File: src/rtl/lpc_host.sv
// LPC host for single-byte I/O read/write cycles, all outputs registered on LCLK.
// Define LPC_HOST_SYNC_TIMEOUT_EN to abort a cycle after SYNC_TIMEOUT wait SYNCs.
module lpc_host #(
    parameter int unsigned SYNC_TIMEOUT = 8
) (
    input  logic        clk_i,
    input  logic        rst_i,
    output logic        lframe_o,
    output logic [3:0]  lad_o,
    output logic        lad_oe_o,
    input  logic [3:0]  lad_i,
    input  logic        req_i,
    input  logic        req_wr_i,
    input  logic [15:0] req_addr_i,
    input  logic [7:0]  req_data_i,
    output logic        busy_o,
    output logic        done_o,
    output logic [7:0]  rd_data_o,
    output logic        err_o
);

    if (SYNC_TIMEOUT < 2 || SYNC_TIMEOUT > 255) begin : g_param_check
        $error("SYNC_TIMEOUT must lie in 2..255");
    end

    typedef enum logic [3:0] {
        StIdle,
        StStart,
        StCycDir,
        StAddr,
        StWData,
        StTar1,
        StTar2,
        StSync,
        StRData,
        StPTar1,
        StPTar2
`ifdef LPC_HOST_SYNC_TIMEOUT_EN
        , StAbort
`endif
    } state_e;

    localparam logic [3:0] SyncReady = 4'b0000;
    localparam logic [3:0] SyncError = 4'b1010;

    state_e      state_q, state_d;
    logic [1:0]  nib_q, nib_d;
    logic        wr_q, wr_d;
    logic [15:0] addr_q, addr_d;
    logic [7:0]  data_q, data_d;
    logic        err_flag_q, err_flag_d;
`ifdef LPC_HOST_SYNC_TIMEOUT_EN
    logic [7:0]  sync_cnt_q, sync_cnt_d;
`endif

    logic        lframe_q, lframe_d;
    logic [3:0]  lad_q, lad_d;
    logic        lad_oe_q, lad_oe_d;
    logic        busy_q, busy_d;
    logic        done_q, done_d;
    logic        err_q, err_d;
    logic [7:0]  rd_data_q, rd_data_d;

    always_comb begin
        state_d    = state_q;
        nib_d      = nib_q;
        wr_d       = wr_q;
        addr_d     = addr_q;
        data_d     = data_q;
        err_flag_d = err_flag_q;
        rd_data_d  = rd_data_q;
        done_d     = 1'b0;
        err_d      = 1'b0;
`ifdef LPC_HOST_SYNC_TIMEOUT_EN
        sync_cnt_d = sync_cnt_q;
`endif
        case (state_q)
            StIdle: begin
                if (req_i) begin
                    wr_d       = req_wr_i;
                    addr_d     = req_addr_i;
                    data_d     = req_data_i;
                    err_flag_d = 1'b0;
                    nib_d      = 2'd0;
`ifdef LPC_HOST_SYNC_TIMEOUT_EN
                    sync_cnt_d = 8'd0;
`endif
                    state_d    = StStart;
                end
            end
            StStart:  state_d = StCycDir;
            StCycDir: begin
                nib_d   = 2'd0;
                state_d = StAddr;
            end
            StAddr: begin
                if (nib_q == 2'd3) begin
                    nib_d   = 2'd0;
                    state_d = wr_q ? StWData : StTar1;
                end else begin
                    nib_d = nib_q + 2'd1;
                end
            end
            StWData: begin
                if (nib_q == 2'd1) begin
                    nib_d   = 2'd0;
                    state_d = StTar1;
                end else begin
                    nib_d = nib_q + 2'd1;
                end
            end
            StTar1: state_d = StTar2;
            StTar2: state_d = StSync;
            StSync: begin
                case (lad_i)
                    SyncReady: begin
                        nib_d   = 2'd0;
                        state_d = wr_q ? StPTar1 : StRData;
                    end
                    SyncError: begin
                        nib_d      = 2'd0;
                        err_flag_d = 1'b1;
                        state_d    = wr_q ? StPTar1 : StRData;
                    end
                    default: begin
`ifdef LPC_HOST_SYNC_TIMEOUT_EN
                        // Every wait-class SYNC counts toward the abort limit
                        sync_cnt_d = sync_cnt_q + 8'd1;
                        if (sync_cnt_q == 8'(SYNC_TIMEOUT - 1)) begin
                            nib_d   = 2'd0;
                            state_d = StAbort;
                        end
`endif
                    end
                endcase
            end
            StRData: begin
                if (nib_q == 2'd0) begin
                    rd_data_d[3:0] = lad_i;
                    nib_d          = 2'd1;
                end else begin
                    rd_data_d[7:4] = lad_i;
                    nib_d          = 2'd0;
                    state_d        = StPTar1;
                end
            end
            StPTar1: state_d = StPTar2;
            StPTar2: begin
                done_d  = 1'b1;
                err_d   = err_flag_q;
                state_d = StIdle;
            end
`ifdef LPC_HOST_SYNC_TIMEOUT_EN
            StAbort: begin
                if (nib_q == 2'd3) begin
                    nib_d   = 2'd0;
                    done_d  = 1'b1;
                    err_d   = 1'b1;
                    state_d = StIdle;
                end else begin
                    nib_d = nib_q + 2'd1;
                end
            end
`endif
            default: state_d = StIdle;
        endcase
    end

    // Bus outputs are decoded from the next state so they line up with it once registered
    always_comb begin
        lframe_d = 1'b1;
        lad_d    = 4'hF;
        lad_oe_d = 1'b0;
        busy_d   = (state_d != StIdle);
        case (state_d)
            StStart: begin
                lframe_d = 1'b0;
                lad_d    = 4'h0;
                lad_oe_d = 1'b1;
            end
            StCycDir: begin
                lad_d    = wr_d ? 4'h2 : 4'h0;
                lad_oe_d = 1'b1;
            end
            StAddr: begin
                lad_oe_d = 1'b1;
                case (nib_d)
                    2'd0:    lad_d = addr_d[15:12];
                    2'd1:    lad_d = addr_d[11:8];
                    2'd2:    lad_d = addr_d[7:4];
                    default: lad_d = addr_d[3:0];
                endcase
            end
            StWData: begin
                lad_oe_d = 1'b1;
                lad_d    = (nib_d == 2'd0) ? data_d[3:0] : data_d[7:4];
            end
            StTar1: lad_oe_d = 1'b1;
`ifdef LPC_HOST_SYNC_TIMEOUT_EN
            StAbort: begin
                lframe_d = 1'b0;
                lad_oe_d = 1'b1;
            end
`endif
            default: ;
        endcase
    end

    always_ff @(posedge clk_i) begin
        if (rst_i) begin
            state_q    <= StIdle;
            nib_q      <= 2'd0;
            wr_q       <= 1'b0;
            addr_q     <= 16'h0000;
            data_q     <= 8'h00;
            err_flag_q <= 1'b0;
`ifdef LPC_HOST_SYNC_TIMEOUT_EN
            sync_cnt_q <= 8'd0;
`endif
            lframe_q   <= 1'b1;
            lad_q      <= 4'hF;
            lad_oe_q   <= 1'b0;
            busy_q     <= 1'b0;
            done_q     <= 1'b0;
            err_q      <= 1'b0;
            rd_data_q  <= 8'h00;
        end else begin
            state_q    <= state_d;
            nib_q      <= nib_d;
            wr_q       <= wr_d;
            addr_q     <= addr_d;
            data_q     <= data_d;
            err_flag_q <= err_flag_d;
`ifdef LPC_HOST_SYNC_TIMEOUT_EN
            sync_cnt_q <= sync_cnt_d;
`endif
            lframe_q   <= lframe_d;
            lad_q      <= lad_d;
            lad_oe_q   <= lad_oe_d;
            busy_q     <= busy_d;
            done_q     <= done_d;
            err_q      <= err_d;
            rd_data_q  <= rd_data_d;
        end
    end

    assign lframe_o  = lframe_q;
    assign lad_o     = lad_q;
    assign lad_oe_o  = lad_oe_q;
    assign busy_o    = busy_q;
    assign done_o    = done_q;
    assign err_o     = err_q;
    assign rd_data_o = rd_data_q;

endmodule
File: config.mk
export PLATFORM = sky130hd
export DESIGN_NAME = lpc_host
export DESIGN_NICKNAME = d
export VERILOG_FILES = /design/src/rtl/lpc_host.sv
export SDC_FILE = /design/constraint.sdc
export NUM_CORES = 1
export LEC_CHECK = 0
export ABC_AREA = 1
export CAP_MARGIN = 40
export CORE_MARGIN = 2
export CORE_UTILIZATION = 30
export DETAILED_ROUTE_END_ITERATION = 10
export DONT_BUFFER_PORTS = 1
export GPL_TIMING_DRIVEN = 0
export PLACE_DENSITY_LB_ADDON = 0.08
export SYNTH_ARGS = -nofsm -noshare
export SYNTH_HDL_FRONTEND = slang
export SYNTH_SLANG_ARGS = --single-unit
File: constraint.sdc
create_clock -name clk_i -period 1.79 [get_ports clk_i]
set_input_delay 0.358 -clock clk_i [delete_from_list [all_inputs] [get_ports clk_i]]
set_output_delay 0.358 -clock clk_i [all_outputs]
set_load 0.005 [all_outputs]
==> metrics.yaml <==
outcome: "completed"
drt_iter0_drc: 95
finalWorstPathRequiredPeriod_ns: 1.774
synth_top_area_share: 0.4043
cts-htree-levels: 2
area.growth.synth_to_final_pct: 24.24
fin_worst_skew_ns: 0.007172
via_per_inst: 4.708
die_h_um: 93.93
grt_start_max_net_pins: 15
synth.ff_latch_count: 49
post_dp_cell_area_um2: 2554
seq_area_frac_synth: 0.4043
diode_insertion_count_for_antenna_repair: 0
power-per-cell-area_nw_per_um2: 884.6
hold_path.class: "input pin to flip-flop"
cts.sink_count: 49
worstSetupEndpointType: "flip-flop"
first_global_vias: 2210
drt-met1-wl_um: 3250
launch_instance_of_the_worst_register_to_register_path: "state_q[1]"
total_leakage_power_nw: 1.363
layout_common_cells: "nand2_1, dfxtp_1, nor2_1"
core_region_area_um2: 7767
timing_worst_slew_pin_value_ns: 0.6061
initial_antenna_violation_count: 0
whs_ns: 0.2100
ctsRootBufferMaster: "clkbuf_8"
design.final.nets: 395
final.setup.tns_ns: 0
start_util: 0.3123
fp-row-count: 32
gp_congestion: 0.8299
reg2reg_setup_slack_ns: 0.02
wire_per_inst_um: 14.39
cts_tree: "yes"
syn_inst: 339
synth_top_area_cell: "dfxtp_1"
dr_total_vias: 2175
syn_area_per_cell_um2: 7.157
vdd_drop_max_mv: 0.3416
totalWireLength_um: 6646
worstSetupEndpoint: "lad_o[3]"
final_max_slew_viol_count: 0
drc: 0
synthesis.nets: 375
dieWidth_um: 93.93
num_io_pins: 49
top_signal_layer_used: "met4"
global_route_wire_length_before_repair_um: 10780
globalRouteTotalUtil: 0.1562
synth_cell_type_count: 34
ys_async_sr_fraction: 0
layoutNonFillerInstCount: 462
critical_path.slowest_cell: "dfxtp_4"
worstPathCellList: "inv_4 -> nand2_4 -> nor2_4 -> nand2_4 -> buf_12 -> nand2_2 -> nand2_1 -> o21ai_1 -> nand2_1 -> o21bai_1 -> nand3_1"
die-area_um2: 8822
startpoint: "state_q[1]"
synthesis.yosys.warnings: 0
worstReg2RegEnd: "lad_o[3]"
rsz0062_at_grt: "yes"
wl_met2_um: 3034
top_flip_flop_cell_by_instance_count_after_synthesis: "dfxtp_1"
fin_crit_sh: 0.9913
timing.slew.headroom: 0.5959
worstPathArrival_ns: 1.96
largest_incremental_delay_on_the_critical_path_ns: 0.39
clock_latency_of_the_later_clocked_register_in_the_worst_skew_pair_ns: 0.30
grt-ovfl-total: 0
drt_first_pass_iters: 4
layout_commonest_cell: "nand2_1"
drive_gt1_frac: 0.2472
synth_edf_count: 0
clk_pin_slew_ns: 0.09
synth_top_area_cells: "dfxtp_1, nand2_1, nand3_1, nor2_1, mux2i_1"
worst-setup-path-type: "flip-flop to flip-flop"
peak_fanout_along_the_critical_path: 10
numPlacedInstances: 441
final_area_um2: 3014
worst-endpoint-required_ns: 1.98
route.antenna.remaining_nets: 0
fmax_ghz: 0.5636
numPortBuffers: 0
hpwlAfterDp_um: 4888
finalHoldViolations: 0
setup_viol: 0
ff2ff_path_depth: 11
cts_max_path_buffers: 2
max_cap_check_violation_count: 0
total_length_of_routed_met3_wires_um: 326
syn-cell-area_um2: 2426
cts-buffers-inserted: 5
startpoint_type: "flip-flop"
## synthesized netlist by cell type (all sizes together) (2+ instances only)
library cell   n
nand2         93
nor2          54
dfxtp         49
nand3         36
inv           34
a21oi         14
mux2i         13
o21ai         10
buf            6
clkbuf         4
ha             4
nand4          4
or2            4
and2           3
nor3           3
a31oi          2
o21bai         2
## how the worst min path moves through the flow
| stage | to | cells past startpoint | slack [ns] | startpoint |
|---|---|---|---|---|
| after CTS | rd_data_o[1] | 2 | 0.21 | lad_i[1] |
| after global placement | err_o | 2 | 0.45 | err_flag_q |
| after global routing | rd_data_o[3] | 2 | 0.21 | lad_i[3] |
| after detailed placement | err_o | 2 | 0.45 | err_flag_q |
| after floorplan | err_o | 2 | 0.42 | err_flag_q |
| final | addr_q[6] | 2 | 0.21 | req_addr_i[6] |
## power breakdown
| part | leakage, nW | internal (W) | total [W] | switching, W |
|---|---|---|---|---|
| clock network | 0.0542 | 0.000350 | 0.000713 | 0.000363 |
| registers | 0.406 | 0.00119 | 0.00125 | 0.0000600 |
| logic | 0.902 | 0.000276 | 0.000700 | 0.000425 |
## cell type report
type                            instances  area, µm²
Fill cell                             853       4753
Clock inverter                          1      5.005
Multi-Input combinational cell        246       1444
Inverter                               34      147.6
Clock buffer                            7      96.34
Sequential cell                        49       1003
Tap cell                              102      127.6
Buffer                                 10      91.34
Timing Repair Buffer                   13      98.84
## cells by family (layout without fill, tap and decap cells)
group,after synthesis,count (layout),synth area share
DFF,49,49,0.4043
AOI/OAI and AO/OA,31,31,0.07014
and+or+nand+nor,198,198,0.3760
buffers and inverters,44,65,0.07529
adders and majority gates,4,4,0.02063
muxes,13,13,0.05363
## per-stage QoR
stage	setup slack, ns	power (W)	utilization
2_1_floorplan	0.06116	0.001724	-
3_3_place_gp	-0.3285	0.001860	0.3288
3_5_place_dp	-0.3542	0.001867	0.3288
4_1_cts	0.001048	0.002631	0.3640
5_1_grt	-0.1163	0.002836	0.3880
6_report	0.01558	0.002666	0.3880
## state kept, by name (all words and copies together) (netlist names)
signal      cells
nib_q           2
lad_oe_o        1
busy_o          1
data_q          8
done_o          1
lad_o           4
wr_q            1
err_o           1
state_q         4
rd_data_o       8
lframe_o        1
addr_q         16
err_flag_q      1
## worst max-delay path: cells and delay by family (launching register included)
family / cells / cell delay (ns)
compound gates: 2 / 0.33
buf+inv: 2 / 0.26
simple gates: 7 / 0.68
flops: 1 / 0.39
## routing by layer
metal / vias up / GRT usage
met4: 0 / 0.02899
li1: 1129 / -
met2: 44 / 0.2494
met1: 1000 / 0.2160
met3: 2 / 0.03692
met5: - / 0
## repair_timing
item | in CTS | in global routing
gates cloned | 0 | 1
pin swaps | 7 | 10
resized for setup | 36 | 41
setup endpoints to repair | 5 | 4
hold buffers | 0 | 0
setup buffers | 8 | 4
No activity file was read; power rests on OpenSTA's default activity.
